<file path="src/rtl/prbs_draw.sv">
// prbs_draw: Fibonacci LFSR with a req/valid draw engine returning a bounded random index.
// Optional build macro PRBS_NO_REPEAT_EN rejects an index equal to the previous accepted one.
module prbs_draw #(
    parameter int              WIDTH   = 16,
    parameter logic [WIDTH-1:0] TAPS   = 16'h9C00,
    parameter logic [WIDTH-1:0] SEED   = '1,
    parameter int              STEPS   = 4,
    parameter int              IDX_W   = 4,
    parameter int              RANGE   = 9,
    parameter int              MAX_TRY = 8
) (
    input  logic             clk,
    input  logic             rst,
    input  logic             free_run,
    input  logic             seed_load,
    input  logic [WIDTH-1:0] seed_in,
    input  logic             req,
    output logic             busy,
    output logic             valid,
    output logic [IDX_W-1:0] idx,
    output logic [WIDTH-1:0] lfsr_out
);
    localparam int SW = $clog2(STEPS + 1);
    localparam int TW = $clog2(MAX_TRY + 1);
    localparam logic [IDX_W:0]   RANGE_V = (IDX_W + 1)'(RANGE);
    localparam logic [IDX_W-1:0] LAST_V  = IDX_W'(RANGE - 1);

    typedef enum logic [1:0] {IDLE, SHIFT, CHECK} state_t;

    state_t           r_state, w_next;
    logic [WIDTH-1:0] r_lfsr;
    logic [SW-1:0]    r_step;
    logic [TW-1:0]    r_try;
    logic [IDX_W-1:0] r_idx, r_last;
    logic             r_valid;

    logic [WIDTH-1:0] w_shift;
    logic [IDX_W-1:0] w_cand, w_fallback;
    logic             w_in_range, w_accept, w_step_done, w_last_try;

    assign w_shift     = {r_lfsr[WIDTH-2:0], ^(r_lfsr & TAPS)};
    assign w_cand      = r_lfsr[IDX_W-1:0];
    assign w_in_range  = {1'b0, w_cand} < RANGE_V;
    assign w_fallback  = (r_last == LAST_V) ? '0 : r_last + 1'b1;
    assign w_step_done = r_step == SW'(STEPS - 1);
    assign w_last_try  = r_try == TW'(MAX_TRY - 1);
`ifdef PRBS_NO_REPEAT_EN
    // a single-valued range can never avoid repeating, so it always accepts
    assign w_accept    = w_in_range && ((w_cand != r_last) || (RANGE == 1));
`else
    assign w_accept    = w_in_range;
`endif

    always_comb begin
        w_next = r_state;
        case (r_state)
            IDLE:    w_next = req ? SHIFT : IDLE;
            SHIFT:   w_next = w_step_done ? CHECK : SHIFT;
            CHECK:   w_next = (w_accept || w_last_try) ? IDLE : SHIFT;
            default: w_next = IDLE;
        endcase
    end

    always_ff @(posedge clk or negedge rst) begin
        if (!rst) begin
            r_state <= IDLE;
            r_lfsr  <= SEED;
            r_step  <= '0;
            r_try   <= '0;
            r_idx   <= '0;
            r_last  <= '0;
            r_valid <= 1'b0;
        end else begin
            r_state <= w_next;
            r_valid <= 1'b0;
            case (r_state)
                IDLE: begin
                    if (req) begin
                        r_step <= '0;
                        r_try  <= '0;
                    end else if (seed_load) begin
                        r_lfsr <= (seed_in == '0) ? SEED : seed_in;
                    end else if (free_run) begin
                        r_lfsr <= w_shift;
                    end
                end
                SHIFT: begin
                    r_lfsr <= w_shift;
                    r_step <= r_step + 1'b1;
                end
                CHECK: begin
                    if (w_accept) begin
                        r_idx   <= w_cand;
                        r_last  <= w_cand;
                        r_valid <= 1'b1;
                    end else if (w_last_try) begin
                        r_idx   <= w_fallback;
                        r_valid <= 1'b1;
                    end else begin
                        r_try  <= r_try + 1'b1;
                        r_step <= '0;
                    end
                end
                default: ;
            endcase
            // zero lockup recovery overrides any other register update
            if (r_lfsr == '0) r_lfsr <= SEED;
        end
    end

    assign busy     = r_state != IDLE;
    assign valid    = r_valid;
    assign idx      = r_idx;
    assign lfsr_out = r_lfsr;
endmodule
</file>
<file path="config.mk">
export PLATFORM = sky130hd
export DESIGN_NAME = prbs_draw
export DESIGN_NICKNAME = d
export VERILOG_FILES = /design/src/rtl/prbs_draw.sv
export SDC_FILE = /design/constraint.sdc
export NUM_CORES = 1
export LEC_CHECK = 0
export ABC_AREA = 1
export BUFFER_PORTS_ARGS = -buffer_cell sky130_fd_sc_hd__buf_2
export CAP_MARGIN = 20
export CELL_PAD_IN_SITES_DETAIL_PLACEMENT = 1
export CELL_PAD_IN_SITES_GLOBAL_PLACEMENT = 2
export CORE_UTILIZATION = 32
export CTS_CLUSTER_SIZE = 28
export DETAILED_ROUTE_END_ITERATION = 10
export GPL_ROUTABILITY_DRIVEN = 1
export PLACE_DENSITY = 0.87
export SLEW_MARGIN = 30
export SYNTH_ARGS = -nofsm -noshare
export SYNTH_HDL_FRONTEND = slang
export SYNTH_SLANG_ARGS = --single-unit
</file>
<file path="constraint.sdc">
create_clock -name clk -period 3.7 [get_ports clk]
set_clock_uncertainty 0.15 [all_clocks]
set_input_delay 0 -clock clk [delete_from_list [all_inputs] [get_ports clk]]
set_output_delay 0 -clock clk [all_outputs]
set_load 0.01 [all_outputs]
</file>
-- Word level (Yosys, flattened, before mapping)
Cells that the tools add are included.
- register bits: 34
- output and inout port bits: 22
- add/subtract/negate cells: 3
- $lt $le $gt $ge: 1
- equal/unequal tests: 10
- muxes and demuxes: 24
- reduce and logical (&&, ||, !) cells: 15
- operators by type and width (operator ; count):
    16-bit 2-to-1 mux ; 5
    16-bit logical NOT ; 2
    16-bit one-hot mux with 2 select lines ; 1
    4-bit 2-to-1 mux ; 6
    16-bit XOR reduction ; 1
    3-bit 2-to-1 mux ; 3
    3-bit one-hot mux with 3 select lines ; 1
    4-bit by 1-bit adder with 4-bit output, second input constant ; 2
    4-bit one-hot mux with 2 select lines ; 1
    4-bit AND reduction ; 2
    2-bit inequality test, second input constant ; 3
    2-bit one-hot mux with 3 select lines ; 1
    2-bit nonzero test ; 3
    3-bit nonzero test ; 2
    1-bit 2-to-1 mux ; 5
    4-bit by 3-bit equality test with 1-bit output, second input constant ; 1
    4-bit equality test, second input constant ; 1
    4-bit less-than comparator, second input constant ; 1
    4-bit inequality test, second input constant ; 1
    2-bit AND reduction ; 2
    3-bit by 1-bit adder with 3-bit output, second input constant ; 1
    3-bit by 2-bit equality test with 1-bit output, second input constant ; 1
    3-bit inequality test, second input constant ; 1
    3-bit AND reduction ; 1
    5 further kinds ; 5

-- Longest topological paths before layout
Gate-level depths: netlist (run 1).
- depth in word-level cells: 6
- gate-level depth with buffers: 11
- depth with buffers taken out: 10

-- Least setup slack after synthesis (run 1)
No wires, ideal clock.
- path kind: reg2reg
- start: register r_lfsr[10], in the netlist lfsr_out[10]
- end: register r_lfsr[1], in the netlist lfsr_out[1]
- arrival time: 1.413 ns
- path slack: 2.058 ns
- cell stages (with the launch flop): 12
- path buffers: 1
- clock period less this slack: 1.642 ns
- cells stage by stage: dfstp_2 -> inv_1 -> ha_1 -> inv_1 -> nor2_1 -> nand2_1 -> nor2_1 -> nand2_2 -> nand2_2 -> buf_6 -> nor2_1 -> a21oi_2
- cells in the longest elaborated chain, start to end: 3
- elaborated cells on any way between the ends: 6
- ends and longest elaborated chain (item ; line ; source):
    start, declared ; 31 ; logic [WIDTH-1:0] r_lfsr;
    start signal, assigned ; 82 ; r_lfsr <= (seed_in == '0) ? SEED : seed_in;
    start signal, assigned ; 84 ; r_lfsr <= w_shift;
    start signal, assigned ; 88 ; r_lfsr <= w_shift;
    16-bit logical NOT (*) ; 107 ; if (r_lfsr == '0) r_lfsr <= SEED;
    4-bit inequality test (no source line) (tied with other cells) ; - ;
    3-bit AND reduction (no source line) ; - ;
Mark *: on every way between the ends. The rest lies on a longest branch, timed or not.
A chain may end at the register's enable or synchronous reset.

-- Worst setup path in the final report (run 1)
- start: register r_lfsr[10], in the netlist lfsr_out[10]
- end: register r_lfsr[10], in the netlist lfsr_out[10]
Same word-level chain as after synthesis.

==> results of run 1 <==
final cells by class:
class,count,share of cell area (%)
repair buffers,61,15.3
flip-flops and latches,34,33.4
inverters,53,7.63
clock inverters,1,0.192
well taps,75,3.60
clock buffers,7,3.31
multi-input cells,207,36.6
flip-flops by register name, indices dropped and copies added (netlist names):
name,cells
r_step,3
idx,4
valid,1
r_try,4
lfsr_out,16
r_state,2
r_last,4
tightest hold or removal path, delay by kind of cell:
kind                   cells  cell delay (ps)
AND/OR/NAND/NOR            5              340
buffers and inverters      2              140
metrics by stage:
stage,instances,hold slack (ps)
5_1_grt,438,126
6_report,438,48.4
3_3_place_gp,412,-9.75
4_1_cts,438,52.0
3_5_place_dp,412,3.55
2_1_floorplan,300,-446
power by group:
group,switching [mW],internal (mW)
Combinational,0.552,0.351
Clock,0.146,0.150
Sequential,0.164,0.603
final timing paths:
| kind | to | slack (ps) | depth (start not counted) |
|---|---|---|---|
| worst min register to register | idx[2] | 330 | 2 |
| worst max-delay path | lfsr_out[10] | 1940 | 10 |
| max in group asynchronous | r_last[0] | 2710 | 2 |
| worst max register to register | lfsr_out[10] | 1940 | 10 |
| min in group asynchronous | r_state[0] | 180 | 2 |
| worst min-delay path | lfsr_out[0] | 50 | 7 |
routing by layer:
metal	vias up	wire (um)	part of all wire, %
met4	0	81	1.5
met2	36	2660	48
met3	9	197	3.5
li1	1031	-	-
met1	905	2620	47
met5	-	0	0
synthesized netlist by cell type (2+ instances only):
library cell and number:
sky130_fd_sc_hd__nor3_1 2, sky130_fd_sc_hd__nand2_4 2, sky130_fd_sc_hd__inv_1 51, sky130_fd_sc_hd__inv_2 2, sky130_fd_sc_hd__o211ai_1 2, sky130_fd_sc_hd__nand2_1 65
sky130_fd_sc_hd__buf_2 4, sky130_fd_sc_hd__nor2_2 2, sky130_fd_sc_hd__nand2_2 4, sky130_fd_sc_hd__dfstp_2 16, sky130_fd_sc_hd__dfrtp_1 18, sky130_fd_sc_hd__a21oi_1 16
sky130_fd_sc_hd__nor2_1 75, sky130_fd_sc_hd__buf_6 2, sky130_fd_sc_hd__o21ai_0 13, sky130_fd_sc_hd__ha_1 6, sky130_fd_sc_hd__nand3_1 13
logic make-up after synthesis:
| group | after synthesis | synth area share, % |
|---|---|---|
| buf+inv | 59 | 11.7 |
| simple gates | 165 | 32.8 |
| flops | 34 | 42.2 |
| compound gates | 34 | 8.79 |
| fa+ha+maj | 6 | 3.64 |
| xor+xnor | 2 | 0.849 |
==> impl_metrics.yaml, run 1 <==
worst_setup_path:
  reg2reg_from: "lfsr_out[10]"
  crit_path_end_kind: "flop"
  worstSetupStartpointType: "flop"
  critPathBufInv: 2
  critical_path_required_ps: 3770
  cpMaxStageDelayCell: "sky130_fd_sc_hd__dfstp_2"
  crit_family: "simple AND/OR/NAND/NOR gates"
  criticalPathCategory: "reg2reg"
  max_stage_delay_ps: 550
  launch_point_of_the_critical_path: "lfsr_out[10]"
  crit_path_frequent_cell: "sky130_fd_sc_hd__nor2_1"
  crit_arrival_ps: 1830
  worstPathCellList: "inv_1, ha_1, inv_1, nor2_1, nand2_1, nor2_1, nand2_2, nand2_2, nor2_1, a21oi_1"
  timing.critical_path.fanout_max: 15
power_and_ir_drop:
  power.total_mw: 1.97
  power.ir.vdd_worst_mv: 0.303
  power_density_nw_per_um2: 754
  total_leakage_power_nw: 1.39
synth:
  post_synthesis_net_count: 327
  ys_top_cells_by_area: "sky130_fd_sc_hd__dfrtp_1 22%, sky130_fd_sc_hd__dfstp_2 20%, sky130_fd_sc_hd__nor2_1 14%"
  mappedNetlistArea_um2: 2060
  synth_cells: 300
  synth.avg_cell_area_um2: 6.88
  ys.flop_type: "sky130_fd_sc_hd__dfrtp_1"
  synth_warnings: 0
  async_reset_ff_share_pct: 100
  number_of_enable_type_register_cells_in_the_synthesized_netlist: 0
  synth.lib_cells_used.distinct: 24
  post-synth-top-area-cell: "sky130_fd_sc_hd__dfrtp_1"
  ys_seq_elements: 34
  synth_sequential_area_ratio_pct: 42.2
  synthDominantCellAreaShare_pct: 21.8
placed_design:
  numPortBuffers: 42
  dp_hpwl_um: 3960
  place_worst_setup_slack_ps: 1940
  gpl.final_weighted_congestion: 0.734
  postPlaceCellArea_um2: 2340
clock_tree:
  cts-resized-gates: 0
  cts_tree: "built"
  cts_made_buffers: 5
  clock-root-buffer: "sky130_fd_sc_hd__clkbuf_8"
  clk_pin_slew_ps: 70
  cts_setup_buffers: 0
  buffer_levels_on_the_longest_clock_path: 2
  clock_insertion_delay_worst_skew_ps: 290
  holdBufCountCts: 18
  cts_htree_levels: 2
  cts_num_sinks: 34
sta:
  timing.final.crit_share_pct: 47.6
  worstMarginPinSlew_ps: 803
  setup_viol_count_final: 0
  setup-tns-final_ps: 0
  max_freq_mhz: 568
  rsz_0062_raised_after_global_routing: "no"
  slew_headroom_pct: 46.4
  setup_slack_ps: 1940
  final_period_minus_worst_setup_slack_ps: 1760
  final_max_slew_viol_count: 0
  finalHoldViolations: 0
routing:
  routedWlPerCell_um: 12.7
  detailedRoute.firstIterationViolations: 44
  viasPerCell: 4.52
  drc_violations_left: 0
  post_detailed_routing_wire_length_um: 5560
  route.antenna.remaining_nets: 0
  dr.pass1.iters: 4
  vias: 1981
finish:
  layout.area.seq_um2: 871
  fill_cells: 802
  area_of_the_multi_input_gates_um2: 955
  area_delta_synth_final_pct: 26.3
  most-common-layout-cells: "74 x sky130_fd_sc_hd__nor2_1, 65 x sky130_fd_sc_hd__nand2_1, 51 x sky130_fd_sc_hd__inv_1"
  layout.cells.most_common: "sky130_fd_sc_hd__nor2_1"
  post_layout_net_count: 389
  finalInstanceArea_um2: 2610
  post_route_cells_drive_above_1_share_pct: 21.8
  antenna-diode-count: 0
  post-route-util_pct: 43.0
global_routing:
  grt_first_pass_wirelength_um: 9260
  grt.busiest_layer: "met2"
  routing_usage_on_met2_pct: 31.5
  via_count_of_the_first_global_routing_pass: 1989
  grt_antenna_before_repair: 0
  globalRouteMet3Util_pct: 4.18
  grt_use_total_pct: 18.4
  grt_max_degree: 35
  global_route.usage.met1_pct: 22.9
  grt_remaining_overflow: 0
die:
  io_pins: 43
  dieHeight_um: 82.3
  core_area_um2: 6060
  rows: 28
  initial_utilization_pct: 34.1
  floorplan.die.width_um: 82.3
  die_area_um2: 6780
worst_hold_path:
  hold_path.class: "in2reg"
  hold_path.startpoint: "free_run"
run_status:
  run_status: "complete, no violations"
run:
  maxCapViolations: 0
(Power assumes the default switching activity.)
==> run 2: changes to the inputs <==
--- a/config.mk
+++ b/config.mk
@@ -10,11 +10,11 @@
 export CAP_MARGIN = 20
 export CELL_PAD_IN_SITES_DETAIL_PLACEMENT = 1
 export CELL_PAD_IN_SITES_GLOBAL_PLACEMENT = 2
-export CORE_UTILIZATION = 32
+export CORE_UTILIZATION = 27
 export CTS_CLUSTER_SIZE = 28
 export DETAILED_ROUTE_END_ITERATION = 10
 export GPL_ROUTABILITY_DRIVEN = 1
-export PLACE_DENSITY = 0.87
+export PLACE_DENSITY = 0.78
 export SLEW_MARGIN = 30
 export SYNTH_ARGS = -nofsm -noshare
 export SYNTH_HDL_FRONTEND = slang
==> constraint.sdc (replaced) <==
create_clock -name clk -period 1.6 [get_ports clk]
set_clock_uncertainty 0.15 [all_clocks]
set_input_delay 0 -clock clk [delete_from_list [all_inputs] [get_ports clk]]
set_output_delay 0 -clock clk [all_outputs]
set_load 0.01 [all_outputs]
==> impl_metrics.yaml, run 2 (synthesized netlist as in run 1, its figures left out) <==
finish:
  largest_register_ffs: 16
  fill_cells: 936
  post_layout_net_count: 408
  post_route_cells_drive_above_1_share_pct: 33.8
  finalInstanceArea_um2: 2960
  layout.cells.most_common: "sky130_fd_sc_hd__nand2_1"
  post-route-util_pct: 40.4
  most-common-layout-cells: "62 x sky130_fd_sc_hd__nand2_1, 56 x sky130_fd_sc_hd__nor2_1, 47 x sky130_fd_sc_hd__inv_1"
  antenna-diode-count: 0
  area_delta_synth_final_pct: 43.5
worst_setup_path:
  launch_point_of_the_critical_path: "lfsr_out[11]"
  crit_path_end_kind: "flop"
  worst_r2r_setup_slack_ps: -60
  worstSetupEndpoint: "lfsr_out[7]"
  r2r_cells: 10
  worstSetupStartpointType: "flop"
  timing.critical_path.fanout_max: 8
  crit_arrival_ps: 1720
  rr_endpoint: "lfsr_out[7]"
  critical_path_required_ps: 1670
  reg2reg_from: "lfsr_out[11]"
  criticalPathCategory: "reg2reg"
placed_design:
  numPortBuffers: 42
  place_worst_setup_slack_ps: -6.70
  postPlaceCellArea_um2: 2500
  dp_hpwl_um: 4310
  gpl.final_weighted_congestion: 0.726
run_status:
  failed_checks: "setup timing"
  run_status: "complete, but fails checks"
die:
  core_area_um2: 7330
  rows: 31
  die_area_um2: 8000
  dieHeight_um: 89.4
  initial_utilization_pct: 28.2
  floorplan.die.width_um: 89.4
  io_pins: 43
power_and_ir_drop:
  power.total_mw: 5.27
  power_density_nw_per_um2: 1780
  power_frac_comb_pct: 54.8
  sequential_share_of_power_pct: 33.3
  p_clk_share_pct: 11.9
  internal_power_mw: 2.90
  p_sw_mw: 2.37
  power.ir.vdd_worst_mv: 0.519
  swShare_pct: 44.9
  total_leakage_power_nw: 1.50
run:
  maxCapViolations: 0
worst_hold_path:
  hold_path.class: "in2async"
clock_tree:
  clock_insertion_delay_worst_skew_ps: 290
  cts_htree_levels: 2
  clk_pin_slew_ps: 80
  clock-root-buffer: "sky130_fd_sc_hd__clkbuf_8"
  buffer_levels_on_the_longest_clock_path: 2
  cts_num_sinks: 34
  cts_made_buffers: 5
  cts_tree: "built"
routing:
  vias: 2122
  viasPerCell: 4.41
  detailedRoute.firstIterationViolations: 31
  route.antenna.remaining_nets: 0
  dr.pass1.iters: 4
  routedWlPerCell_um: 12.7
  post_detailed_routing_wire_length_um: 6090
  drc_violations_left: 0
global_routing:
  grt_remaining_overflow: 0
  grt_antenna_before_repair: 0
  grt_use_total_pct: 16.8
  grt_first_pass_wirelength_um: 10100
  grt_max_degree: 33
  via_count_of_the_first_global_routing_pass: 2177
sta:
  rsz_0062_raised_after_global_routing: "yes"
  setup_slack_ps: -56.5
  final_period_minus_worst_setup_slack_ps: 1660
  slew_headroom_pct: 67.6
  max_freq_mhz: 604
  final_max_slew_viol_count: 0
  timing.final.crit_share_pct: 104
  worstMarginPinSlew_ps: 486
  finalHoldViolations: 0
  setup_viol_count_final: 14
[run 2: metal layers]
metal / wire length [um] / global-route usage (%) / share of wire, % / up-vias
met5: 0 / 0 / 0 / -
met1: 2680 / 19.9 / 44 / 1005
met2: 3090 / 29.9 / 51 / 38
met4: 103 / 5.48 / 1.7 / 0
li1: - / - / - / 1072
met3: 213 / 3.88 / 3.5 / 7
[run 2: layout make-up]
class                      count  area, um^2  share of cell area, %
timing repair buffer          77         531                   17.9
clock inverter                 2        10.0                  0.338
clock buffer                   6        72.6                   2.45
multi-input combinational    210        1150                   39.0
inverter                      53         199                   6.72
tap                           99         124                   4.18
sequential                    34         871                   29.4
[run 2: stage by stage]
stage,std cells,setup TNS (ps),hold WS [ps]
finish,481,-313,49.5
global route,481,-1880,109
CTS,480,-85.4,59.4
detailed placement,451,-7.11,-154
global placement,451,0,-155
floorplan,300,0,-446
[run 2: worst min-delay path by stage]
stage	endpoint	slack, ps	depth (start not counted)
after detailed placement	r_try[0]	-150	1
after global placement	r_try[0]	-150	1
after CTS	r_step[2]	60	2
after floorplan	idx[0]	-450	0
final	r_step[2]	50	2
after global routing	r_step[2]	110	2
[run 2: power groups by stage]
stage / registers [mW] / clock network [mW] / logic (mW)
after CTS: 1.73 / 0.659 / 2.62
after global routing: 1.82 / 0.685 / 3.26
final: 1.75 / 0.626 / 2.89
after detailed placement: 1.75 / 0 / 2.44
after global placement: 1.74 / 0 / 2.37
after floorplan: 1.82 / 0 / 1.40
[run 2: critical path, stage by stage, from the launching register on]
cell,delay [ps]
sky130_fd_sc_hd__dfstp_2,550
sky130_fd_sc_hd__inv_2,50
sky130_fd_sc_hd__ha_4,150
sky130_fd_sc_hd__inv_2,40
sky130_fd_sc_hd__nor2_2,30
sky130_fd_sc_hd__nand2_1,70
sky130_fd_sc_hd__nor2_2,50
sky130_fd_sc_hd__nand2_4,170
sky130_fd_sc_hd__nand2_8,120
sky130_fd_sc_hd__nor2_1,120
sky130_fd_sc_hd__a21oi_1,80
[run 2: timing repair]
action,CTS,global route
gates resized for setup,6,35
cloned,2,1
buffers inserted,1,0
hold endpoints to repair,37,0
pin swaps,0,4
hold buffers,18,0
endpoints found under the setup margin,10,28
